--- config.mk ---
export PLATFORM = sky130hd
export DESIGN_NAME = cacheline_burst_adaptor
export DESIGN_NICKNAME = d
export VERILOG_FILES = /design/src/rtl/burst_pkg.sv /design/src/rtl/cacheline_burst_adaptor.sv
export SDC_FILE = /design/constraint.sdc
export NUM_CORES = 1
export LEC_CHECK = 0
export ABC_AREA = 1
export CAP_MARGIN = 10
export CELL_PAD_IN_SITES_DETAIL_PLACEMENT = 0
export CELL_PAD_IN_SITES_GLOBAL_PLACEMENT = 1
export CORE_MARGIN = 2
export CORE_UTILIZATION = 42
export DETAILED_ROUTE_END_ITERATION = 7
export GPL_TIMING_DRIVEN = 0
export PLACE_DENSITY = 0.87
export SKIP_CTS_REPAIR_TIMING = 1
export SLEW_MARGIN = 20
export SYNTH_ARGS = -nofsm -noshare
export SYNTH_HDL_FRONTEND = slang
export SYNTH_SLANG_ARGS = --single-unit
--- constraint.sdc ---
create_clock -name clk -period 5.1 [get_ports clk]
set_input_delay 1.02 -clock clk [delete_from_list [all_inputs] [get_ports clk]]
set_output_delay 1.02 -clock clk [all_outputs]
set_load 0.01 [all_outputs]
--- src/rtl/burst_pkg.sv ---
// Shared types and constants for the cache-line to memory-burst adaptor.
// Holds the FSM state encoding and the beat-count geometry of one line.
package burst_pkg;

    // Beats per cache line and the width of the beat index.
    localparam int BEATS      = 4;
    localparam int BEAT_IDX_W = $clog2(BEATS);

    typedef logic [BEAT_IDX_W-1:0] beat_idx_t;

    localparam beat_idx_t LAST_BEAT = beat_idx_t'(BEATS - 1);

    // Line transfer states.
    typedef enum logic [1:0] {
        IDLE     = 2'd0,
        RD_BURST = 2'd1,
        WR_BURST = 2'd2,
        DONE     = 2'd3
    } burst_state_t;

endpackage

--- src/rtl/cacheline_burst_adaptor.sv ---
// Converts cache line read/write requests into fixed-length memory bursts.
// Every output is registered; read data becomes visible only once complete.
module cacheline_burst_adaptor
    import burst_pkg::*;
#(
    parameter int LINE_WIDTH  = 256,
    parameter int BURST_WIDTH = 64
) (
    input  logic                   clk,
    input  logic                   rst_n,
    input  logic [LINE_WIDTH-1:0]  line_i,
    output logic [LINE_WIDTH-1:0]  line_o,
    input  logic [31:0]            address_i,
    input  logic                   read_i,
    input  logic                   write_i,
    output logic                   resp_o,
    input  logic [BURST_WIDTH-1:0] burst_i,
    output logic [BURST_WIDTH-1:0] burst_o,
    output logic [31:0]            address_o,
    output logic                   read_o,
    output logic                   write_o,
    input  logic                   resp_i
);

    // Line-aligned address mask (32-byte lines).
    localparam logic [31:0] ADDR_MASK = 32'hFFFF_FFE0;

    burst_state_t          r_state;
    burst_state_t          w_state;
    beat_idx_t             r_cnt;
    beat_idx_t             w_cnt;
    beat_idx_t             w_cnt_inc;
    logic                  r_last;
    logic [LINE_WIDTH-1:0] r_wr_line;
    logic [LINE_WIDTH-1:0] w_wr_line;
    logic [LINE_WIDTH-1:0] r_rd_line;
    logic [LINE_WIDTH-1:0] w_rd_line;
    logic [LINE_WIDTH-1:0] w_line;
    logic [31:0]           w_addr;
    logic                  w_read;
    logic                  w_write;
    logic                  w_resp;
    logic [BURST_WIDTH-1:0] w_burst;

    assign w_cnt_inc = r_cnt + 1'b1;
    assign r_last    = (r_cnt == LAST_BEAT);

    // Next-state and next-output decode for the transfer FSM.
    always_comb begin
        w_state   = r_state;
        w_cnt     = r_cnt;
        w_wr_line = r_wr_line;
        w_rd_line = r_rd_line;
        w_line    = line_o;
        w_addr    = address_o;
        w_read    = read_o;
        w_write   = write_o;
        w_resp    = 1'b0;
        w_burst   = burst_o;
        unique case (r_state)
            IDLE: begin
                if (write_i) begin
                    w_state   = WR_BURST;
                    w_cnt     = '0;
                    w_addr    = address_i & ADDR_MASK;
                    w_write   = 1'b1;
                    w_wr_line = line_i;
                    w_burst   = line_i[BURST_WIDTH-1:0];
                end else if (read_i) begin
                    w_state = RD_BURST;
                    w_cnt   = '0;
                    w_addr  = address_i & ADDR_MASK;
                    w_read  = 1'b1;
                end
            end
            RD_BURST: begin
                if (resp_i) begin
                    w_rd_line[int'(r_cnt)*BURST_WIDTH +: BURST_WIDTH] = burst_i;
                    if (r_last) begin
                        w_state = DONE;
                        w_read  = 1'b0;
                        w_resp  = 1'b1;
                        w_line  = w_rd_line;
                    end else begin
                        w_cnt = w_cnt_inc;
                    end
                end
            end
            WR_BURST: begin
                if (resp_i) begin
                    if (r_last) begin
                        w_state = DONE;
                        w_write = 1'b0;
                        w_resp  = 1'b1;
                        w_burst = '0;
                    end else begin
                        w_cnt   = w_cnt_inc;
                        w_burst = r_wr_line[int'(w_cnt_inc)*BURST_WIDTH +: BURST_WIDTH];
                    end
                end
            end
            DONE: begin
                w_state = IDLE;
                w_cnt   = '0;
            end
            default: begin
                w_state = IDLE;
                w_cnt   = '0;
            end
        endcase
    end

    // State, counter, line buffers and registered outputs.
    always_ff @(posedge clk or negedge rst_n) begin
        if (!rst_n) begin
            r_state   <= IDLE;
            r_cnt     <= '0;
            r_wr_line <= '0;
            r_rd_line <= '0;
            line_o    <= '0;
            address_o <= '0;
            read_o    <= 1'b0;
            write_o   <= 1'b0;
            resp_o    <= 1'b0;
            burst_o   <= '0;
        end else begin
            r_state   <= w_state;
            r_cnt     <= w_cnt;
            r_wr_line <= w_wr_line;
            r_rd_line <= w_rd_line;
            line_o    <= w_line;
            address_o <= w_addr;
            read_o    <= w_read;
            write_o   <= w_write;
            resp_o    <= w_resp;
            burst_o   <= w_burst;
        end
    end

endmodule

==> implementation parameters <==
Parameter                              Value

Status
  Result of the run    completed

Layout
  Number of inserted filler cells in the final layout    8435
  Area of all placed cells without fillers    50800 um2
  Layout net count    5774
  Non-filler instance count after layout    6692
  Fraction of final layout cells sized beyond drive strength 1    9.86%
  Growth of design area from synthesis to finish    31.3%

Critical path
  Type of element capturing the critical path    register
  Source of the worst register-to-register timing path    r_cnt[0]
  Data arrival time of the critical path    4.76 ns
  Maximum fanout count along the critical path    12
  Critical path class    reg -> reg
  Data required time at the worst endpoint    5.66 ns
  Startpoint type of the worst setup path    register
  Critical path launch point    r_cnt[0]

Power
  Power per Cell Area    567 nW/um2
  Overall power    28.8 mW
  Max VDD drop    354 uV
  Leakage power    24.8 nW

Clock tree
  Cell at the root of the clock tree    sky130_fd_sc_hd__clkbuf_16
  CTS tree    built
  Clock buffer count from CTS    96
  Number of sinks driven by the clock tree    866
  Clock transition at path regs    0.06 ns
  Number of buffers on the longest clock path    3
  CTS H-tree lvls    3
  Clock latency at the later pin of the worst-skew pair    0.68 ns

Synthesis
  Post-synthesis instance area    38700 um2
  Predominant post-synthesis flop cell    sky130_fd_sc_hd__dfrtp_1
  Fraction of registers with async set/reset    100%
  Sequential share of the synthesized area    56.0%
  Number of distinct standard cells referenced by the synthesized netlist    31
  Complex-gate fraction of the synthesized area    9.44%
  Number of warnings issued by yosys    0
  Top-area cell type share of the netlist area    56.0%
  Cell accounting for the most synthesized area    sky130_fd_sc_hd__dfrtp_1
  Count leader, synth    sky130_fd_sc_hd__nand2_1
  Synthesized instance count    4598
  Number of enable flip-flop cells after synthesis    0
  Xor-xnor portion of the synthesized cell area    0%
  Multiplexer share of the synthesized area    4.81%
  Most numerous cell types in the synthesized netlist    1904 x sky130_fd_sc_hd__nand2_1, 866 x sky130_fd_sc_hd__dfrtp_1, 409 x sky130_fd_sc_hd__o21ai_0
  Combinational family with the most area after synthesis    simple AND/OR/NAND/NOR gates
  Syn Area/Cell    8.41 um2
  Synth Area in Adders    0.324%
  Synth top area cells    sky130_fd_sc_hd__dfrtp_1 56%, sky130_fd_sc_hd__nand2_1 18%, sky130_fd_sc_hd__o21ai_0 5.3%
  Synthesis-stage register bit count    866
  Simple-Gate Fraction of Synth Area    23.1%

GRT
  Most utilized layer in the global route result    met2
  Overall fraction of global-route tracks in use    30.7%
  Number of antenna violations at the first check in global routing    31
  Maximum number of pins on one net before global-route repair    141
  GRT overflow    0
  Met2 usage    50.8%
  GR Util met1    38.6%
  Vias in the first global route    34071
  Wire length of the first global-routing pass    217000 um
  Met3 Resource Use GR    7.40%

Timing
  Worst setup skew after layout    0.0168 ns
  Worst hold slack    0.292 ns
  Max frequency    238 MHz
  Post-layout minimum cycle time    4.20 ns
  Final setup viols    0
  Final period utilization    82.4%
  RSZ-0062 raised after global routing    false
  Worst rel slew slack    26.6%
  Final total negative setup slack    0 ns
  Slew @ Worst Pin    1.10 ns
  Max Slew Vio Count    0
  Number of hold-slack violations in the final timing report    0

Route
  Antenna violation net count after detailed routing    0
  Post-Route WL    146000 um
  Number of detailed-routing iterations run before antenna repair    6
  Average wire per standard cell    21.8 um
  Via/cell ratio    5.17
  DRC Markers    0
  Iteration-0 DRC count of the detailed router    3440
  Via count    34614

Placed design
  Detail Placement HPWL    110000 um
  Instance count after placement with tap cells included    6495
  Port-buffer cells    701
  Global placement routability congestion    0.918
  Total cell area at the placement stage    47400 um2

Die
  DIE AREA    94500 um2
  Floorplan row count    111
  Overall die width    307 um
  Core box area    91400 um2
  Die Ht    307 um
  Boundary Pins    712
  Initial cell density of the core    42.3%

Job
  Max-cap violation count    0

Min path
  Type of the worst min-delay path    in -> async
[metal layers]
layer / share of wire (%) / up-vias
li1: - / 16110
met1: 39 / 16689
met2: 48 / 1484
met3: 8.3 / 309
met4: 4.3 / 22
met5: 0.11 / -
[layout make-up]
cell class / instances / area, um2 / area share, %
Antenna cell: 20 / 50.0 / 0.0986
Buffer: 290 / 1360 / 2.68
Clock buffer: 140 / 2810 / 5.53
Clock inverter: 37 / 539 / 1.06
Inverter: 280 / 1050 / 2.07
Multi-Input combinational cell: 3166 / 14600 / 28.8
Sequential cell: 866 / 21700 / 42.7
Tap cell: 1186 / 1480 / 2.92
Timing Repair Buffer: 707 / 7200 / 14.2
[cells in the final DEF (no fill, tap or decap), types with 12 or more instances in the layout]
cell	netlist	routed
sky130_fd_sc_hd__nand4_1	32	32
sky130_fd_sc_hd__o22ai_1	33	33
sky130_fd_sc_hd__clkinv_2	0	17
sky130_fd_sc_hd__inv_1	272	272
sky130_fd_sc_hd__buf_2	118	118
sky130_fd_sc_hd__a21oi_1	50	50
sky130_fd_sc_hd__mux2_2	165	165
sky130_fd_sc_hd__nor2_1	330	330
sky130_fd_sc_hd__buf_1	18	18
sky130_fd_sc_hd__dfrtp_1	866	866
sky130_fd_sc_hd__bufinv_16	0	12
sky130_fd_sc_hd__o21ai_1	51	52
sky130_fd_sc_hd__nand2_1	1904	1904
sky130_fd_sc_hd__diode_2	0	20
sky130_fd_sc_hd__clkdlybuf4s50_1	0	700
sky130_fd_sc_hd__clkbuf_1	128	148
sky130_fd_sc_hd__a31oi_1	31	31
sky130_fd_sc_hd__nand3_1	54	54
sky130_fd_sc_hd__o21a_1	31	31
sky130_fd_sc_hd__o21ai_0	409	408
sky130_fd_sc_hd__buf_4	19	19
sky130_fd_sc_hd__clkbuf_8	0	22
sky130_fd_sc_hd__clkbuf_16	0	97
sky130_fd_sc_hd__a21oi_2	51	51
[metrics by stage]
step / worst slack [ns] / util, %
floorplan: 2.93 / -
global placement: -37.38 / 51.6
detailed placement: 0.819 / 51.8
CTS: 0.792 / 55.5
global route: 0.662 / 55.5
finish: 0.895 / 55.5
[report_power, final]
group / internal [mW] / switching [mW] / leakage, nW
Clock: 4.43 / 2.96 / 1.65
Combinational: 4.32 / 6.40 / 11.9
Sequential: 9.28 / 1.41 / 11.2
[logic make-up (layout without fill, tap and decap cells)]
family / Yosys count / count (layout)
AOI/OAI and AO/OA: 657 / 657
and+or+nand+nor: 2329 / 2329
muxes: 165 / 165
other: 1 / 25
adders and majority gates: 10 / 10
DFF: 866 / 866
buffers and inverters: 570 / 1454
[critical path: stages (launching register included)]
cell and delay (ns):
sky130_fd_sc_hd__dfrtp_1 0.51, sky130_fd_sc_hd__clkinv_1 0.48, sky130_fd_sc_hd__buf_2 0.39, sky130_fd_sc_hd__buf_2 0.28, sky130_fd_sc_hd__ha_1 0.48, sky130_fd_sc_hd__nand2_1 0.34, sky130_fd_sc_hd__inv_1 0.11, sky130_fd_sc_hd__nand2_1 0.16
sky130_fd_sc_hd__clkbuf_1 0.83, sky130_fd_sc_hd__o21ai_0 0.30, sky130_fd_sc_hd__nand2_1 0.13, sky130_fd_sc_hd__nand2_1 0.05
[state kept, by name, indices dropped and copies added, names as in the netlist]
| register | flops |
|---|---|
| r_wr_line | 256 |
| r_rd_line | 256 |
| r_cnt | 2 |
| address_o | 27 |
| r_state | 2 |
| read_o | 1 |
| resp_o | 1 |
| write_o | 1 |
| line_o | 256 |
| burst_o | 64 |
[final timing paths]
check	slack [ns]	endpoint	cells past startpoint
worst max-delay path	0.90	r_rd_line[191]	11
worst min-delay path	0.29	line_o[17]	1
worst max register to register	0.90	r_rd_line[191]	11
worst min register to register	0.48	r_rd_line[136]	2
max in group asynchronous	3.09	r_wr_line[147]	3
min in group clk	0.48	r_rd_line[136]	2
(Power assumes the default switching activity.)
